`config.mk`:
```
export PLATFORM = sky130hd
export DESIGN_NAME = score4_move_sequencer_flat
export DESIGN_NICKNAME = d
export VERILOG_FILES = /design/src/rtl/score4_pkg.sv /design/src/rtl/score4_move_sequencer_if.sv /design/src/rtl/score4_onehot_idx.sv /design/src/rtl/score4_move_sequencer.sv /design/src/flat_wrapper.sv
export SDC_FILE = /design/constraint.sdc
export NUM_CORES = 1
export LEC_CHECK = 0
export BUFFER_PORTS_ARGS = -buffer_cell sky130_fd_sc_hd__buf_2
export CAP_MARGIN = 20
export CORE_MARGIN = 10
export CORE_UTILIZATION = 60
export CTS_CLUSTER_SIZE = 30
export DETAILED_ROUTE_END_ITERATION = 12
export GPL_TIMING_DRIVEN = 1
export PLACE_DENSITY = 0.84
export SETUP_SLACK_MARGIN = 0.1
export SYNTH_ARGS = -nofsm -noshare
export SYNTH_HDL_FRONTEND = slang
export SYNTH_SLANG_ARGS = --single-unit
```
`constraint.sdc`:
```
create_clock -name clk -period 3.1 [get_ports clk]
set_clock_uncertainty 0.05 [all_clocks]
set_input_delay 0.155 -clock clk [delete_from_list [all_inputs] [get_ports clk]]
set_output_delay 0.155 -clock clk [all_outputs]
set_load 0.01 [all_outputs]
```
`src/rtl/score4_pkg.sv`:
```
// Shared types and constants for the score4 move sequencer.
//   NCOLS       : board width in columns
//   seq_state_t : sequencer FSM states
//   seq_err_t   : error codes reported with err
package score4_pkg;

  localparam int unsigned NCOLS = 7;

  typedef enum logic [2:0] {
    StIdle,
    StCheck,
    StStep,
    StGap,
    StDrop,
    StWaitAck,
    StFinish
  } seq_state_t;

  typedef enum logic [1:0] {
    ErrBadCol    = 2'd0,
    ErrBadCursor = 2'd1,
    ErrRejected  = 2'd2,
    ErrTimeout   = 2'd3
  } seq_err_t;

endpackage

```
`src/rtl/score4_move_sequencer_if.sv`:
```
// Bundle of the move request handshake, game-side cursor/strobe signals and status outputs.
//   master : move requester / game model (drives request and game feedback)
//   slave  : the sequencer (drives ready, strobes and status)
interface score4_move_sequencer_if;
  logic       move_valid;
  logic [2:0] move_col;
  logic       move_ready;
  logic [6:0] play;
  logic       player;
  logic       invalid_move;
  logic       left;
  logic       right;
  logic       put;
  logic       busy;
  logic       done;
  logic       err;
  logic [1:0] err_code;

  modport master (
    output move_valid, move_col, play, player, invalid_move,
    input  move_ready, left, right, put, busy, done, err, err_code
  );

  modport slave (
    input  move_valid, move_col, play, player, invalid_move,
    output move_ready, left, right, put, busy, done, err, err_code
  );
endinterface

```
`src/rtl/score4_onehot_idx.sv`:
```
// Combinational one-hot cursor decoder.
//   onehot_i    : one-hot column vector, bit 0 = leftmost
//   idx_o       : index of the highest set bit (0 when none set)
//   onehot_ok_o : high when exactly one bit is set
module score4_onehot_idx
  import score4_pkg::*;
(
  input  logic [NCOLS-1:0] onehot_i,
  output logic [2:0]       idx_o,
  output logic             onehot_ok_o
);

  localparam logic [NCOLS-1:0] One = NCOLS'(1);

  always_comb begin
    idx_o = '0;
    for (int i = 0; i < NCOLS; i++) begin
      if (onehot_i[i]) idx_o = 3'(i);
    end
  end

  // x & (x-1) clears the lowest set bit; zero result means at most one bit was set.
  assign onehot_ok_o = (onehot_i != '0) && ((onehot_i & (onehot_i - One)) == '0);

endmodule

```
`src/rtl/score4_move_sequencer.sv`:
```
// Turns an automated column choice into left/right/put strobes, then waits for the game to
// acknowledge (player toggle) or reject (invalid_move) the drop.
//   clk, rst : clock, synchronous active-high reset
//   bus      : request handshake, cursor/player feedback, strobes and done/err status
module score4_move_sequencer
  import score4_pkg::*;
#(
  parameter int unsigned PULSE_GAP   = 4,
  parameter int unsigned ACK_TIMEOUT = 255
) (
  input logic                    clk,
  input logic                    rst,
  score4_move_sequencer_if.slave bus
);

  seq_state_t state_q, state_d;
  seq_err_t   err_code_q, err_code_d;
  logic [2:0] col_q, col_d;
  logic [2:0] step_q, step_d;
  logic [7:0] cnt_q, cnt_d;       // shared by the GAP wait and the ack timeout
  logic       player_q, player_d;
  logic       move_ready_q, move_ready_d;
  logic       left_q, left_d, right_q, right_d, put_q, put_d;
  logic       busy_q, busy_d, done_q, done_d, err_q, err_d;

  logic [2:0] cur_idx;
  logic       cur_ok;

  score4_onehot_idx u_onehot_idx (
    .onehot_i    (bus.play),
    .idx_o       (cur_idx),
    .onehot_ok_o (cur_ok)
  );

  // Outputs are registered, so strobes and status are decided on the transition into a state.
  always_comb begin
    state_d    = state_q;
    err_code_d = err_code_q;
    col_d      = col_q;
    step_d     = step_q;
    cnt_d      = cnt_q;
    player_d   = player_q;
    left_d     = 1'b0;
    right_d    = 1'b0;
    put_d      = 1'b0;
    done_d     = 1'b0;
    err_d      = 1'b0;
    unique case (state_q)
      StIdle: begin
        if (bus.move_valid && move_ready_q) begin
          col_d  = bus.move_col;
          step_d = '0;
          if (bus.move_col > 3'(NCOLS - 1)) begin
            state_d    = StFinish;
            err_d      = 1'b1;
            err_code_d = ErrBadCol;
          end else begin
            state_d = StCheck;
          end
        end
      end
      StCheck: begin
        if (!cur_ok) begin
          state_d    = StFinish;
          err_d      = 1'b1;
          err_code_d = ErrBadCursor;
        end else if (cur_idx == col_q) begin
          state_d = StDrop;
          put_d   = 1'b1;
        end else if (step_q == 3'(NCOLS - 1)) begin
          // Six steps already issued without reaching target: cursor is not following.
          state_d    = StFinish;
          err_d      = 1'b1;
          err_code_d = ErrBadCursor;
        end else begin
          state_d = StStep;
          left_d  = (cur_idx > col_q);
          right_d = (cur_idx < col_q);
          step_d  = step_q + 3'd1;
        end
      end
      StStep: begin
        state_d = StGap;
        cnt_d   = '0;
      end
      StGap: begin
        if (cnt_q == 8'(PULSE_GAP - 1)) begin
          state_d = StCheck;
        end else begin
          cnt_d = cnt_q + 8'd1;
        end
      end
      StDrop: begin
        // Game updates player on the edge that ends this cycle, so this still samples the old one.
        player_d = bus.player;
        cnt_d    = '0;
        state_d  = StWaitAck;
      end
      StWaitAck: begin
        if (bus.invalid_move) begin
          state_d    = StFinish;
          err_d      = 1'b1;
          err_code_d = ErrRejected;
        end else if (bus.player != player_q) begin
          state_d = StFinish;
          done_d  = 1'b1;
        end else if (cnt_q == 8'(ACK_TIMEOUT)) begin
          state_d    = StFinish;
          err_d      = 1'b1;
          err_code_d = ErrTimeout;
        end else begin
          cnt_d = cnt_q + 8'd1;
        end
      end
      StFinish: state_d = StIdle;
      default:  state_d = StIdle;
    endcase
    move_ready_d = (state_d == StIdle);
    busy_d       = (state_d != StIdle);
  end

  always_ff @(posedge clk) begin
    if (rst) begin
      state_q      <= StIdle;
      err_code_q   <= ErrBadCol;
      col_q        <= '0;
      step_q       <= '0;
      cnt_q        <= '0;
      player_q     <= 1'b0;
      move_ready_q <= 1'b1;
      left_q       <= 1'b0;
      right_q      <= 1'b0;
      put_q        <= 1'b0;
      busy_q       <= 1'b0;
      done_q       <= 1'b0;
      err_q        <= 1'b0;
    end else begin
      state_q      <= state_d;
      err_code_q   <= err_code_d;
      col_q        <= col_d;
      step_q       <= step_d;
      cnt_q        <= cnt_d;
      player_q     <= player_d;
      move_ready_q <= move_ready_d;
      left_q       <= left_d;
      right_q      <= right_d;
      put_q        <= put_d;
      busy_q       <= busy_d;
      done_q       <= done_d;
      err_q        <= err_d;
    end
  end

  assign bus.move_ready = move_ready_q;
  assign bus.left       = left_q;
  assign bus.right      = right_q;
  assign bus.put        = put_q;
  assign bus.busy       = busy_q;
  assign bus.done       = done_q;
  assign bus.err        = err_q;
  assign bus.err_code   = err_code_q;

endmodule
```
`src/flat_wrapper.sv`:
```
// flat-port wrapper written by rule: the top's interface ports become plain ports
module score4_move_sequencer_flat import score4_pkg::*;
#(
  parameter int unsigned PULSE_GAP   = 4,
  parameter int unsigned ACK_TIMEOUT = 255
)
  (clk, rst, bus_move_valid, bus_move_col, bus_play, bus_player, bus_invalid_move, bus_move_ready, bus_left, bus_right, bus_put, bus_busy, bus_done, bus_err, bus_err_code);
  score4_move_sequencer_if bus_i ();
  input logic clk;
  input logic rst;
  input wire logic [$bits(bus_i.move_valid)-1:0] bus_move_valid;
  input wire logic [$bits(bus_i.move_col)-1:0] bus_move_col;
  input wire logic [$bits(bus_i.play)-1:0] bus_play;
  input wire logic [$bits(bus_i.player)-1:0] bus_player;
  input wire logic [$bits(bus_i.invalid_move)-1:0] bus_invalid_move;
  output wire logic [$bits(bus_i.move_ready)-1:0] bus_move_ready;
  output wire logic [$bits(bus_i.left)-1:0] bus_left;
  output wire logic [$bits(bus_i.right)-1:0] bus_right;
  output wire logic [$bits(bus_i.put)-1:0] bus_put;
  output wire logic [$bits(bus_i.busy)-1:0] bus_busy;
  output wire logic [$bits(bus_i.done)-1:0] bus_done;
  output wire logic [$bits(bus_i.err)-1:0] bus_err;
  output wire logic [$bits(bus_i.err_code)-1:0] bus_err_code;
  assign bus_i.move_valid = bus_move_valid;
  assign bus_i.move_col = bus_move_col;
  assign bus_i.play = bus_play;
  assign bus_i.player = bus_player;
  assign bus_i.invalid_move = bus_invalid_move;
  assign bus_move_ready = bus_i.move_ready;
  assign bus_left = bus_i.left;
  assign bus_right = bus_i.right;
  assign bus_put = bus_i.put;
  assign bus_busy = bus_i.busy;
  assign bus_done = bus_i.done;
  assign bus_err = bus_i.err;
  assign bus_err_code = bus_i.err_code;
  score4_move_sequencer #(.PULSE_GAP(PULSE_GAP), .ACK_TIMEOUT(ACK_TIMEOUT)) u_core (.clk(clk), .rst(rst), .bus(bus_i));
endmodule
```
; ---- Yosys cells after proc, flatten, opt, wreduce, memory -nomap -nowiden
; Cells that the tools add are included.
[totals]
ff_bits = 27
in_bits = 15
out_inout_bits = 9
word_cells = 110
[classes]
addsub = 3
magnitude_cmp = 3
n_eq_ne = 23
mux = 46
bitwise = 4
reduce_logical = 18
[ops]
columns = op, count
row1 = 2-to-1 mux 3 bit, 18
row2 = 2-to-1 mux 8 bit, 4
row3 = case mux 8 bit (3 select lines), 1
row4 = case mux 3 bit (6 select lines), 1
row5 = 2-to-1 mux 2 bit, 8
row6 = "inequality test 2 bit, second input constant", 6
row7 = 2-to-1 mux 1 bit, 11
row8 = AND reduction 5 bit, 2
row9 = "== test 3 bit, second input constant", 3
row10 = "inequality test 3 bit, second input constant", 3
row11 = nonzero test 3 bit, 3
row12 = "adder 8 x 1 -> 8 bit, second input constant", 1
row13 = "== test 8 x 2 -> 1 bit, second input constant", 1
row14 = "== test 8 bit, second input constant", 1
row15 = bitwise AND 7 bit, 1
row16 = logical NOT 7 bit, 1
row17 = AND reduction 7 bit, 1
row18 = nonzero test 7 bit, 1
row19 = "subtractor 7 x 1 -> 7 bit, second input constant", 1
row20 = "== test 3 x 2 -> 1 bit, second input constant", 2
row21 = logical NOT 3 bit, 2
row22 = "inequality test 2 x 1 -> 1 bit, second input constant", 3
row23 = case mux 2 bit (3 select lines), 1
row24 = case mux 3 bit (2 select lines), 1
row25 = 16 further kinds, 20

; ---- Longest topological paths before layout
; Gate-level depths: netlist (run 1).
[logic_depth]
word_depth = 11
ltp_mapped = 10
mapped_depth_nobuf = 10

; ---- Modules after synthesis
; From an unflattened synthesis (run 1), not the netlist that was laid out.
[unflattened]
hier_cells = 185
area_unflattened_um2 = 1585.3
[modules_own_cells]
columns = mod, instances, cells_each, area_per_inst_um2, seq_area_each_um2
row1 = score4_move_sequencer, 1, 165, 1462.7, 540.5
row2 = score4_onehot_idx, 1, 20, 122.6, 0.0

; ---- Worst setup path after synthesis (run 1)
; Ideal clock, no wire load.
[synth_path]
kind = input port to flip-flop
startpoint = input bus_play[4]
endpoint = register u_core.step_q[1]
setup_ns = 0.092
arrival_time_ns = 1.826
required_ns = 2.958
slack_ns = 1.132
stages = 6
n_path_buf = 1
path_cell_list = buf_6 -> or3_1 -> ha_1 -> a32o_1 -> or4b_4 -> o32ai_1
[synth_between]
elab_chain_len = 6
word_cells_on_any_way = 12
classes_between = add/sub: 1 / eq/ne: 3 / mux: 3 / bitwise: 1 / reduce/logical: 4
[synth_rtl]
columns = element, line_no
row1 = start: declaration, flat_wrapper.sv:13  ; input wire logic [$bits(bus_i.play)-1:0] bus_play;
row2 = subtractor 7 x 1 -> 7 bit / 2-to-1 mux 3 bit (equally long branches), "score4_onehot_idx.sv:23, score4_onehot_idx.sv:18"
row3 = bitwise AND 7 bit / 2-to-1 mux 3 bit (equally long branches), "score4_onehot_idx.sv:23, score4_onehot_idx.sv:18"
row4 = logical NOT 7 bit / 2-to-1 mux 3 bit (equally long branches), "score4_onehot_idx.sv:23, score4_onehot_idx.sv:18"
row5 = logical AND 1 bit / == test 3 bit (equally long branches), "score4_onehot_idx.sv:23, score4_move_sequencer.sv:67"
row6 = inequality test 2 x 1 -> 1 bit (no line) / inequality test 2 bit (equally long branches), n/a
row7 = AND reduction 5 bit (no line) (*), n/a
row8 = end signal: assignment, score4_move_sequencer.sv:141  ; step_q <= step_d;
row9 = end: declaration, score4_move_sequencer.sv:19  ; logic [2:0] step_q, step_d;
; Every way passes the cells marked *; elsewhere a longest branch is shown, timed or not.
; A chain may end at the register's enable or synchronous reset.

; ---- Worst setup path in the final report (run 1)
[layout_path]
startpoint = register u_core.cnt_q[2]
endpoint = register u_core.cnt_q[1]
[layout_between]
elab_chain_len = 3
word_cells_on_any_way = 5
classes_between = eq/ne: 4 / reduce/logical: 1
[layout_rtl]
columns = element, line_no
row1 = start: declaration, score4_move_sequencer.sv:20  ; logic [7:0] cnt_q, cnt_d;
row2 = start signal: assignment, score4_move_sequencer.sv:142  ; cnt_q <= cnt_d;
row3 = == test 8 bit / == test 8 x 2 -> 1 bit (equally long branches), "score4_move_sequencer.sv:107, score4_move_sequencer.sv:87"
row4 = inequality test 2 bit (no line), n/a
row5 = AND reduction 5 bit (no line) (*), n/a
; Marked as above.

==> impl_metrics.csv, run 1 <==
group,metric,value,unit
routing,via_count,1422,
routing,drt-vias-per-instance,6.18,
synth,syn_area,1550,µm²
timing,setup_violations,0,
worst_setup_path,worst-setup-path-type,"reg2reg",
run,maxCapViolCount,0,
synth,synth_edf_count,0,
clocking,cts_buffers,3,
layout,final_cells,230,
grt,grt_pass1_vias,1380,
worst_setup_path,required,3.27,ns
synth,syn_nets,200,
synth,netlist_instances,179,
pwr,ir_drop,582,µV
clocking,cts_tree,"built",
grt,grt_util_all_layers,0.140,
timing,hold_ws,0.0167,ns
clocking,clock-sinks,27,
pwr,finalPower,1.10,mW
synth,ys_ff_latch,27,
worst_hold_path,hold_path_class,"in2reg",
clocking,clock_latency,0.33,ns
clocking,clk_pin_slew,0.13,ns
worst_hold_path,min_path_cells,3,
worst_setup_path,path_buf_inv,0,
worst_setup_path,cp_top_family,"compound AO/OA/AOI/OAI gates",
outcome,status,"complete, no violations",
clocking,clockRootBuffer,"clkbuf_4",
worst_setup_path,cp_slowest_stage_delay,0.75,ns
placed_design,portBuffers,23,
grt,grt_antenna_before_repair,0,
clocking,clk_path_buf_depth,2,
floorplanning,fp.dieW,70.8,µm
clocking,post-cts-setup-buffers,0,
timing,period_minus_slack,2.15,ns
floorplanning,die_area,5010,µm²
routing,antenna_left,0,
synth,ys_seq_area_frac,0.349,
worst_setup_path,worst-path-stages,5,
worst_setup_path,worstPathArrival,2.31,ns
routing,drc,0,
synth,ys_async_sr_fraction,0,
layout,drive_above_1_share,0.180,
timing,tns,0,ns
routing,first_pass_iters,4,
grt,gr-total-overflow,0,
layout,area_growth,9.22,%
grt,grt_max_degree,16,
placed_design,gp_congestion,0.919,
placed_design,dp.cells,226,
timing,worst_pin_slew,0.880,ns
layout,final_nets,222,
timing,finalCritPeriodShare,0.692,
floorplanning,start_util,0.625,
timing,max_freq,0.466,GHz
routing,drt_iter0_drc,94,
floorplanning,rows,18,
worst_setup_path,ff2ff_path_depth,5,
clocking,cts_hold_buf,0,
worst_setup_path,critPathLaunchType,"flop",
clocking,htree_levels,1,
synth,ys.flop_type,"dfxtp_1",
floorplanning,num_io_pins,24,
pwr,leakagePower,0.688,nW
routing,wl_per_cell,15.2,µm
worst_setup_path,cp_max_fo,14,
worst_setup_path,endpoint_kind,"flop",
floorplanning,die_y,70.8,µm
synth,synth.distinct_cells,48,
timing,max-slew-margin-rel,0.413,
timing,finalHoldViolCount,0,
layout,insertedDiodeCount,0,
routing,wl,3490,µm
clocking,cts_resized,0,
grt,grt_first_pass_wirelength,6020,µm
synth,ys_warn_count,0,
layout,post-route-util,0.682,
synth,syn_avg_cell_area,8.65,µm²
floorplanning,core_region_area,2480,µm²
worst_setup_path,crit_chain,"nor4_1, a41oi_1, a311oi_2, mux2i_1, nor2_1",
worst_setup_path,cpMaxStageDelayCell,"a311oi_2",
timing,rsz0062_at_grt,"false",
placed_design,dpl.hpwl,2820,µm
pwr,power.density,652,nW/µm²
timing,drv_slew,0,
==> final timing paths <==
path / from / endpoint / slack [ns]
worst min-delay path: bus_move_col[0] / u_core.col_q[0] / 0.02
worst max register to register: u_core.cnt_q[2] / u_core.cnt_q[1] / 0.95
worst max-delay path: u_core.cnt_q[2] / u_core.cnt_q[1] / 0.95
worst min register to register: u_core.bus.err_code[0] / u_core.bus.err_code[0] / 0.43
==> where the power goes <==
part / internal (mW) / leakage [nW] / total, mW / switching (mW)
registers: 0.402 / 0.219 / 0.473 / 0.0711
clock network: 0.0485 / 0.0177 / 0.151 / 0.103
logic: 0.188 / 0.451 / 0.477 / 0.289
total: 0.639 / 0.688 / 1.10 / 0.463
==> cell usage in the layout (no fill, tap or decap), types with 5 or more instances in the layout <==
cell type and instances:
o21ai_0 5, nand3_1 7, a21oi_1 10, mux2i_1 6
nand2_1 14, buf_2 23, dfxtp_1 27, inv_1 11
or4_1 6, nor2_1 20, ha_1 6
==> sequential cells by signal, summed over array words and instances, names as in the netlist, 2 cells and up <==
register	cells
u_core.col_q	3
u_core.state_q	3
u_core.bus.err_code	2
u_core.cnt_q	8
u_core.step_q	3
==> area by class of cell <==
| type | instances | area [µm²] |
|---|---|---|
| timing repair buffer | 23 | 115 |
| fill | 219 | 787 |
| sequential | 27 | 541 |
| clock buffer | 3 | 22.5 |
| multi-input combinational | 135 | 928 |
| clock inverter | 1 | 5.00 |
| tap | 30 | 37.5 |
| inverter | 11 | 41.3 |
==> cells in the mapped netlist (2+ instances only) <==
cell type / instances / area share
dfxtp_1: 27 / 0.35
ha_1: 6 / 0.049
buf_2: 3 / 0.0097
xnor2_1: 2 / 0.011
a211oi_1: 2 / 0.0097
a21oi_1: 10 / 0.032
mux2i_1: 6 / 0.039
or4_1: 6 / 0.029
a41oi_1: 3 / 0.017
nand4_1: 2 / 0.0081
o31ai_1: 4 / 0.019
nand3_1: 7 / 0.023
o21a_1: 2 / 0.0097
nor4b_1: 3 / 0.017
nor2_1: 20 / 0.049
nand2_1: 14 / 0.034
and3_1: 2 / 0.0081
nor4_1: 4 / 0.016
o21ai_0: 5 / 0.016
xor2_1: 4 / 0.023
inv_1: 11 / 0.027
nor3_1: 3 / 0.0097
or3_1: 2 / 0.0081
o211ai_1: 4 / 0.019
nand2b_1: 4 / 0.016
==> per-layer routing <==
| layer | global-route usage | part of all wire | vias to the layer above |
|---|---|---|---|
| met5 | 0 | 0 | - |
| met4 | 0.0516 | 0.024 | 0 |
| met3 | 0.0307 | 0.071 | 9 |
| met2 | 0.255 | 0.48 | 56 |
| met1 | 0.153 | 0.42 | 650 |
| li1 | - | - | 707 |
==> tightest hold or removal path, stage by stage <==
cell     delay [ns]
buf_2          0.08
mux2i_1        0.06
nor2_1         0.07
==> metrics by stage <==
stage | cell area (µm²) | setup slack (ns)
global route | 1690 | 0.775
global placement | 1660 | 1.02
floorplan | 1550 | 1.13
finish | 1690 | 0.954
CTS | 1690 | 0.968
detailed placement | 1660 | 0.951
==> cell families (layout without fill, tap and decap cells) <==
| group | count (synthesis) | in the layout | synth area share |
|---|---|---|---|
| AO/OA/AOI/OAI | 46 | 46 | 0.234 |
| multiplexers | 6 | 6 | 0.0388 |
| adder cells (fa/ha/maj) | 6 | 6 | 0.0485 |
| AND/OR/NAND/NOR | 71 | 71 | 0.244 |
| XOR/XNOR | 6 | 6 | 0.0340 |
| buffers and inverters | 17 | 38 | 0.0509 |
| flip-flops | 27 | 27 | 0.349 |
Note: power is estimated with default switching activity, not from simulation.
==> run 2, diff against run 1 <==
- CORE_UTILIZATION: 60 -> 56
- PLACE_DENSITY: 0.84 -> 0.79
- clock period: 3.1 -> 2.2 ns (I/O delays scaled with it)
==> impl_metrics.csv, run 2 (synthesis gave the netlist of run 1 again) <==
group,metric,value,unit
timing,max_freq,0.511,GHz
routing,drt-vias-per-instance,5.98,
layout,insertedDiodeCount,0,
timing,rsz0062_at_grt,"false",
grt,grt_max_degree,17,
clocking,clock_latency,0.32,ns
grt,grt_pass1_vias,1361,
worst_setup_path,worstPathArrival,2.13,ns
layout,finalInstanceArea,1770,µm²
placed_design,place_area,1690,µm²
layout,final_nets,230,
worst_setup_path,crit_start,"u_core.cnt_q[0]",
layout,final_cells,239,
clocking,htree_levels,1,
worst_setup_path,r2r-end,"u_core.bus.err",
layout,multi_input_area,931,µm²
worst_hold_path,hold_path_class,"in2reg",
timing,drv_slew,0,
placed_design,portBuffers,23,
routing,wl_per_cell,15.1,µm
routing,first_pass_iters,4,
layout,largest-register,"u_core.cnt_q",
worst_setup_path,ff2ff_path_depth,6,
timing,tns,0,ns
layout,fill_cells,247,
clocking,clock-sinks,27,
run,maxCapViolCount,0,
grt,gr-total-overflow,0,
routing,antenna_left,0,
routing,drt_iter0_drc,81,
layout,mostFrequentLayoutCell,"dfxtp_1",
timing,hold_ws,0.0734,ns
layout,post-route-util,0.652,
worst_setup_path,endpoint_kind,"flop",
floorplanning,die_area,5270,µm²
worst_setup_path,worst-setup-path-type,"reg2reg",
timing,setup_violations,0,
placed_design,dpl.hpwl,2750,µm
timing,period_minus_slack,1.96,ns
routing,drc,0,
floorplanning,fp.dieW,72.6,µm
clocking,cts_buffers,3,
layout,regArea,541,µm²
timing,timing.final.ws_setup,0.243,ns
routing,via_count,1430,
clocking,clockRootBuffer,"clkbuf_4",
timing,finalCritPeriodShare,0.890,
floorplanning,core_region_area,2710,µm²
grt,grt_antenna_before_repair,0,
layout,largest_register_ffs,8,
placed_design,dp.cells,231,
clocking,cts_tree,"built",
worst_setup_path,cp_max_fo,5,
floorplanning,num_io_pins,24,
pwr,finalPower,1.62,mW
floorplanning,start_util,0.571,
placed_design,gp_congestion,0.954,
layout,area_growth,14.1,%
floorplanning,die_y,72.6,µm
grt,grt_first_pass_wirelength,6000,µm
timing,worst_pin_slew,0.534,ns
routing,wl,3610,µm
outcome,status,"complete, no violations",
layout,drive_above_1_share,0.197,
placed_design,dp_worst_setup_slack,0.113,ns
timing,max-slew-margin-rel,0.642,
floorplanning,rows,19,
grt,grt_util_all_layers,0.133,
worst_setup_path,worstSetupEndpoint,"u_core.bus.err",
layout,final_cell_mix,"dfxtp_1, buf_2, nor2_1",
worst_setup_path,r2r_start,"u_core.cnt_q[0]",
pwr,power.density,917,nW/µm²
worst_setup_path,r2r_slack,0.24,ns
clocking,clk_path_buf_depth,2,
timing,finalHoldViolCount,0,
pwr,leakagePower,0.719,nW
worst_setup_path,required,2.38,ns
worst_setup_path,critPathLaunchType,"flop",
pwr,ir_drop,892,µV
clocking,clk_pin_slew,0.14,ns
run 2: cell types whose count changed in the layout (fill, tap and decap cells not counted), sizes merged:
cell,delta
buf,+4
dlygate4sd3,+4
clkinv,-1
clkinvlp,+1
run 2: how the worst min path moves through the flow:
stage                             endpoint        startpoint  slack (ns)  cells past startpoint
finish              u_core.bus.err_code[0]  bus_invalid_move        0.07                      4
global route               u_core.col_q[0]               rst        0.07                      2
CTS                 u_core.bus.err_code[0]  bus_invalid_move        0.05                      4
detailed placement         u_core.col_q[0]   bus_move_col[0]        0.32                      3
global placement           u_core.col_q[0]   bus_move_col[0]        0.31                      3
floorplan                  u_core.player_q        bus_player        0.20                      2
run 2: layout make-up:
class	instances	area share
Clock inverter	1	0.00425
Tap cell	31	0.0220
Inverter	11	0.0234
Timing Repair Buffer	31	0.105
Clock buffer	3	0.0127
Sequential cell	27	0.306
Multi-Input combinational cell	135	0.527
run 2: where the power goes:
part	switching, mW	internal (mW)	total (mW)
combinational	0.436	0.316	0.752
sequential	0.0878	0.567	0.655
clock	0.145	0.0694	0.214
total	0.669	0.952	1.62
run 2: critical path: stages (launching register included):
cell,delay (ns)
dfxtp_1,0.40
ha_2,0.24
and3_1,0.21
a311oi_1,0.13
or3_1,0.35
o21bai_4,0.20
a2111oi_2,0.29
run 2: what timing repair did:
| item | 4_1_cts | 5_1_grt |
|---|---|---|
| hold buffers | 4 | 0 |
| endpoints found under the setup margin | 0 | 1 |
| resized for setup | 0 | 1 |
| setup buffers | 0 | 0 |
| hold endpoints to repair | 4 | 0 |
run 2: layer usage:
| layer | vias up | global-route usage | part of all wire |
|---|---|---|---|
| met5 | - | 0 | 0 |
| met4 | 0 | 0.0506 | 0.0078 |
| met3 | 4 | 0.0327 | 0.066 |
| met2 | 47 | 0.222 | 0.46 |
| met1 | 652 | 0.161 | 0.46 |
| li1 | 727 | - | - |
